--- config.mk ---
export PLATFORM = sky130hd
export DESIGN_NAME = musb_port_arbiter
export DESIGN_NICKNAME = d
export VERILOG_FILES = /design/src/rtl/musb_port_arbiter.sv
export SDC_FILE = /design/constraint.sdc
export NUM_CORES = 1
export LEC_CHECK = 0
export CAP_MARGIN = 10
export CORE_AREA = 2 2 120 122
export DETAILED_ROUTE_END_ITERATION = 8
export DIE_AREA = 0 0 122 124
export SYNTH_ARGS = -nofsm -noshare
export SYNTH_HDL_FRONTEND = slang
export SYNTH_SLANG_ARGS = --single-unit
--- constraint.sdc ---
create_clock -name clk -period 4.49 [get_ports clk]
set_input_delay 0.898 -clock clk [delete_from_list [all_inputs] [get_ports clk]]
set_output_delay 0.898 -clock clk [all_outputs]
set_load 0.03 [all_outputs]
--- src/rtl/musb_port_arbiter.sv ---
// Shares one memory port between iport and dport; grant registered 1 cycle after enable, held until ready/error/abort/watchdog.
// Masters stall via ready=0 while not owner; define MUSB_ARB_ROUND_ROBIN_EN for alternating priority instead of fixed dport > iport.
module musb_port_arbiter #(
  parameter int TIMEOUT = 255
) (
  input  logic        clk,
  input  logic        rst,
  input  logic [31:0] iport_address,
  input  logic [31:0] iport_data_i,
  input  logic [3:0]  iport_wr,
  input  logic        iport_enable,
  output logic [31:0] iport_data_o,
  output logic        iport_ready,
  output logic        iport_error,
  input  logic [31:0] dport_address,
  input  logic [31:0] dport_data_i,
  input  logic [3:0]  dport_wr,
  input  logic        dport_enable,
  output logic [31:0] dport_data_o,
  output logic        dport_ready,
  output logic        dport_error,
  output logic [31:0] mem_address,
  output logic [31:0] mem_data_o,
  output logic [3:0]  mem_wr,
  output logic        mem_enable,
  input  logic [31:0] mem_data_i,
  input  logic        mem_ready,
  input  logic        mem_error
);

  localparam int CW = (TIMEOUT > 0) ? $clog2(TIMEOUT + 1) : 1;

  typedef enum logic [1:0] {IDLE, OWN_I, OWN_D} state_t;

  state_t        state_q, state_d;
  logic [CW-1:0] wdog_q, wdog_d;
  logic          wd_hit;
  logic          done;
`ifdef MUSB_ARB_ROUND_ROBIN_EN
  logic          prio_q, prio_d;  // 1 = dport first
`endif

  assign wd_hit = (TIMEOUT > 0) && (wdog_q == CW'(TIMEOUT - 1));

  always_ff @(posedge clk or posedge rst) begin
    if (rst) begin
      state_q <= IDLE;
      wdog_q  <= '0;
`ifdef MUSB_ARB_ROUND_ROBIN_EN
      prio_q  <= 1'b1;
`endif
    end else begin
      state_q <= state_d;
      wdog_q  <= wdog_d;
`ifdef MUSB_ARB_ROUND_ROBIN_EN
      prio_q  <= prio_d;
`endif
    end
  end

  always_comb begin
    state_d      = state_q;
    done         = 1'b0;
    mem_address  = '0;
    mem_data_o   = '0;
    mem_wr       = '0;
    mem_enable   = 1'b0;
    iport_data_o = '0;
    iport_ready  = 1'b0;
    iport_error  = 1'b0;
    dport_data_o = '0;
    dport_ready  = 1'b0;
    dport_error  = 1'b0;
`ifdef MUSB_ARB_ROUND_ROBIN_EN
    prio_d       = prio_q;
`endif
    case (state_q)
      IDLE: begin
`ifdef MUSB_ARB_ROUND_ROBIN_EN
        if (dport_enable && (prio_q || !iport_enable)) state_d = OWN_D;
        else if (iport_enable)                         state_d = OWN_I;
`else
        if (dport_enable)      state_d = OWN_D;
        else if (iport_enable) state_d = OWN_I;
`endif
      end
      OWN_I: begin
        mem_address  = iport_address;
        mem_data_o   = iport_data_i;
        mem_wr       = iport_wr;
        mem_enable   = iport_enable;
        iport_data_o = mem_data_i;
        // error beats ready; the watchdog only fires when the slave is silent
        iport_ready  = iport_enable & mem_ready & ~mem_error;
        iport_error  = iport_enable & (mem_error | (wd_hit & ~mem_ready));
        done         = iport_enable & (mem_ready | mem_error | wd_hit);
        if (!iport_enable) state_d = IDLE;
        else if (done)     state_d = dport_enable ? OWN_D : IDLE;
`ifdef MUSB_ARB_ROUND_ROBIN_EN
        if (done) prio_d = 1'b1;
`endif
      end
      OWN_D: begin
        mem_address  = dport_address;
        mem_data_o   = dport_data_i;
        mem_wr       = dport_wr;
        mem_enable   = dport_enable;
        dport_data_o = mem_data_i;
        dport_ready  = dport_enable & mem_ready & ~mem_error;
        dport_error  = dport_enable & (mem_error | (wd_hit & ~mem_ready));
        done         = dport_enable & (mem_ready | mem_error | wd_hit);
        if (!dport_enable) state_d = IDLE;
        else if (done)     state_d = iport_enable ? OWN_I : IDLE;
`ifdef MUSB_ARB_ROUND_ROBIN_EN
        if (done) prio_d = 1'b0;
`endif
      end
      default: state_d = IDLE;
    endcase

    // any change of owner (new grant, handoff, leave) restarts the watchdog
    if (state_q == IDLE || state_d != state_q) wdog_d = '0;
    else if (wdog_q == {CW{1'b1}})             wdog_d = wdog_q;
    else                                       wdog_d = wdog_q + CW'(1);
  end

endmodule

### Yosys cells after proc, flatten, opt, wreduce, memory -nomap -nowiden

Cells that the tools add are included.

| storage, ports and cells | value |
|---|---|
| flip-flop bits (word level) | 10 |
| latch bits | 0 |
| bits in writable memories | 0 |
| ROM bits | 0 |
| bits of input ports | 174 |
| logic and storage cells | 46 |
| memories | 0 |

| cells by class | value |
|---|---|
| add/sub/neg operators | 1 |
| multiply operators | 0 |
| divide/modulo/power cells | 0 |
| order comparisons | 0 |
| equal/unequal tests | 6 |
| shift operators | 0 |
| muxes and demuxes | 21 |
| bitwise operators | 14 |
| reductions and logical operators | 2 |

Operator list:

| cell | number |
|---|---|
| 32-bit case mux with 2 select lines | 2 |
| 32-bit two-way mux | 2 |
| 8-bit == test, second input constant | 2 |
| 8-bit two-way mux | 2 |
| 2-bit two-way mux | 7 |
| 1-bit bitwise AND | 9 |
| 8-bit by 1-bit adder with 8-bit output, second input constant | 1 |
| 4-bit case mux with 2 select lines | 1 |
| 2-bit case mux with 3 select lines | 1 |
| 1-bit two-way mux | 5 |
| 1-bit bitwise OR | 3 |
| 2-bit by 1-bit == test with 1-bit output, second input constant | 1 |
| 2-bit == test, second input constant | 1 |
| 2-bit zero test | 1 |
| 2-bit != test | 1 |
| 2-bit != test, second input constant | 1 |
| 1-bit NOT | 2 |
| 1-bit case mux with 2 select lines | 1 |
| 1-bit logical OR | 1 |

### Depth between registers and ports, before layout

| depth | value |
|---|---|
| depth in word-level cells | 9 |
| depth in mapped cells | 7 |
| mapped depth without buffers | 7 |

### Least setup slack after synthesis

Ideal clock, no wire load.

| timing | value |
|---|---|
| path kind | flip-flop to output port |
| from | register state_q[0] |
| to | output mem_address[0] |
| data arrival time | 1.875 ns |
| data required time | 3.592 ns |
| path slack | 1.717 ns |
| stages on the path, launching flop included | 7 |
| buffers on the path | 2 |
| cell sequence | dfrtp_1 -> inv_1 -> ha_1 -> clkbuf_1 -> buf_1 -> a22oi_1 -> nor2b_1 |

| on the way | value |
|---|---|
| cells in the longest elaborated chain, start to end | 2 |

RTL lines:

| item | RTL line | text |
|---|---|---|
| start, declared | 35 | `state_t state_q, state_d;` |
| start signal, assigned | 53 | `state_q <= state_d;` |
| 2-bit == test or 2-bit by 1-bit == test with 1-bit output (tied branches) | 77 | `case (state_q)` |
| 32-bit case mux with 2 select lines * | 77 |  |
| end, declared | 22 | `output logic [31:0] mem_address,` |

Every way passes the cells marked *; elsewhere a longest branch is shown, timed or not.

### Worst setup path in the final report

| timing | value |
|---|---|
| from | register state_q[0] |
| to | output mem_data_o[5] |

| on the way | value |
|---|---|
| cells in the longest elaborated chain, start to end | 2 |

RTL lines:

| item | RTL line | text |
|---|---|---|
| 2-bit == test or 2-bit by 1-bit == test with 1-bit output (tied branches) | 77 |  |
| 32-bit case mux with 2 select lines * | 77 |  |
| end, declared | 23 | `output logic [31:0] mem_data_o,` |

Marks and branches as above.

==> summary.txt <==
Status
  – Status: finished clean

Clock network
  – TritonCTS buffer count: 3
  – CTS Hold Buffers Added: 0
  – CTS tree: yes
  – Post-CTS Resized: 0
  – CTS Sinks: 10
  – Root Buffer: clkbuf_16
  – Max clock buf depth: 2
  – # Post-CTS Setup Buffers: 0
  – Worst-path clk slew: around 0.050 ns
  – Clk Latency, worst-skew pair: about 0.24 ns
  – H-tree depth: 1

Worst setup path
  – R2R Path End: wdog_q[3]$_DFFE_PP0P_
  – CP max-delay cell: ha_1
  – Largest stage delay, worst path: 0.79 ns
  – CP Cell Sequence: inv_1, ha_1, buf_4, nor2b_1, clkdlybuf4s50_1
  – Crit. Startpoint: state_q[0]$_DFF_PP0_
  – Crit path capture: mem_data_o[5]
  – Critical Path Source Type: flip-flop
  – CP Max Fanout: 26
  – Worst EP arrival: just under 3 ns
  – CP bufs+invs: 3
  – Worst reg2reg setup slack: ~1.7 ns
  – Cell family with most CP delay: buffers and inverters
  – Critical path type: flip-flop to primary output
  – Req. time, crit path: between 3 and 4 ns
  – Crit. End Element: primary output
  – Number of cells on the critical path: 5
  – R2R cell count: 6
  – Reg2reg start: state_q[0]$_DFF_PP0_

Pwr
  – Leakage: ~2.0 nW
  – Power Dens Cells: 484.1 mW/mm2
  – Tot Pwr: ~2.8 mW
  – VDD IR max: 213.1 uV

Yosys
  – Post-synth cell types: 38
  – Cell with the most instances after synthesis: a22oi_1
  – Syn avg cell area: about 7 um2
  – Synth warnings: 0
  – Synth Cell Area: about 0.0024 mm2
  – Post-synth EDFFs: 0
  – Register area share after synthesis: a little over a tenth
  – Post-synth top cells: a22oi_1, nor2b_1, and2_1
  – Post-synth top area share: 22.26%
  – Flops & latches, synth: 10
  – Ys flop type: dfrtp_1
  – Leading post-synthesis cells by cell area: a22oi_1, nor2b_1, and2_1
  – Synth Net Count: just over 500
  – Share of flip-flops with an asynchronous set or reset: between 90% and 100%
  – Gate Count Post-Synth: 338
  – Cell taking the most area after synthesis: a22oi_1

Die
  – Die area: 0.01513 mm2
  – IO Count: 311
  – Rows: between 40 and 50
  – Die Ht: 124 um
  – Initial Utilization: 17.21%
  – Chip Width: between 100 and 150 um
  – CORE AREA: between 0.01 and 0.015 mm2

Routing
  – DR vias: roughly 3600
  – Via density: roughly 4.5
  – DRC viols: 0
  – Final WL: 14740 um
  – Antenna viol nets, final: 0
  – 1st-iter DRT viols: around 150
  – First-pass DRT Iterations: 4
  – Post-DR wirelength/cell: between 15 and 20 um

Layout
  – Nets: ~810
  – Finished Core Util: between 40% and 50%
  – Post-Layout Cell Count: 806
  – Final instance area: around 0.0057 mm2
  – Area grow syn2layout: 142.5%
  – Layout cells sized above 1: 3.846%

STA
  – Count of final setup violators: 0
  – RSZ-0062 raised after global routing: no
  – Worst slew pin tran: 0.9516 ns
  – Min Tclk post-route: between 3 and 4 ns
  – Worst setup margin: 0.6184 ns
  – Setup TNS: 0 ns
  – Worst Skew: between 0.0008 and 0.0009 ns
  – Pins over their slew limit: 0
  – Tcrit/Tclk final: 86.23%
  – Final hold viol count: 0
  – Top achievable clock speed: about 260 MHz
  – Fin Hold WS: 0.6387 ns
  – Slew HR: a little over a third

Placed design
  – Pre-CTS setup slack: ~0.83 ns
  – Routability Congestion: slightly below 0.8
  – Dpl cells: 800
  – DP Area: 0.005632 mm2
  – Hpwl dp: roughly 12000 um
  – Port Buffers: 310

Worst hold path
  – Hold path depth: 3
  – Hold crit path type: flip-flop to flip-flop

Global routing
  – Overall Global Routing Usage: between 10% and 20%
  – Initial antenna violation count: 1
  – Vias in the first global route: between 3000 and 4000
  – First-pass GRT wire length: between 20000 and 25000 um
  – Global route total overflow: 0
  – Maximum number of pins on one net before global-route repair: 89

Flow run
  – Max-cap violations: 0
[cell usage in the layout (no fill, tap or decap), types with 5 or more instances in the layout]
cell type and n:
clkdlybuf4s50_1 310, a22oi_1 70, nor2b_1 69, and2_1 64, nor2_1 19, nand2_1 12
dfrtp_1 10, inv_1 6, o21ai_0 5, a21oi_1 5
[routing by layer]
metal,GRT usage (%),part of all wire (%)
met1,24.69,44
met2,29.57,48
met3,4.762,8.4
met4,0.9339,0.27
met5,0,0
[worst min-delay path, delay by kind of cell, from the launching register on]
family | cells | cell delay (ns)
AND/OR/NAND/NOR | 2 | 0.08
flip-flops | 1 | 0.42
AO/OA/AOI/OAI | 1 | 0.09
[sequential cells by signal, indices dropped and copies added (netlist names)]
name,count
state_q,2
wdog_q,8
[worst min-delay path by stage]
stage / from / end
2_1_floorplan: wdog_q[6]$_DFFE_PP0P_ / wdog_q[6]$_DFFE_PP0P_
3_3_place_gp: wdog_q[6]$_DFFE_PP0P_ / wdog_q[6]$_DFFE_PP0P_
3_5_place_dp: wdog_q[6]$_DFFE_PP0P_ / wdog_q[6]$_DFFE_PP0P_
4_1_cts: wdog_q[6]$_DFFE_PP0P_ / wdog_q[6]$_DFFE_PP0P_
5_1_grt: wdog_q[6]$_DFFE_PP0P_ / wdog_q[6]$_DFFE_PP0P_
6_report: wdog_q[6]$_DFFE_PP0P_ / wdog_q[6]$_DFFE_PP0P_
[where the power goes]
group / internal [mW] / switching [mW] / leakage, nW
combinational: 1.08 / 1.38 / 1.78
sequential: 0.102 / 0.0265 / 0.137
clock: 0.135 / 0.0475 / 0.0442
[kinds of logic after synthesis]
family          Yosys count  share of synthesized area [%]
simple gates            186                          47.22
compound gates           94                          31.11
buf+inv                  39                          6.570
flops                    10                          10.60
fa+ha+maj                 6                          3.180
mux                       2                         0.9538
xor+xnor                  1                         0.3710
[final cells by class]
type | count | area [um2]
Fill cell | 1425 | 7994
Clock buffer | 4 | 88.84
Tap cell | 180 | 225.2
Multi-Input combinational cell | 289 | 1981
Antenna cell | 2 | 5.005
Inverter | 6 | 22.52
Sequential cell | 10 | 250.2
Timing Repair Buffer | 315 | 3153
Note: power is estimated with default switching activity, not from simulation.
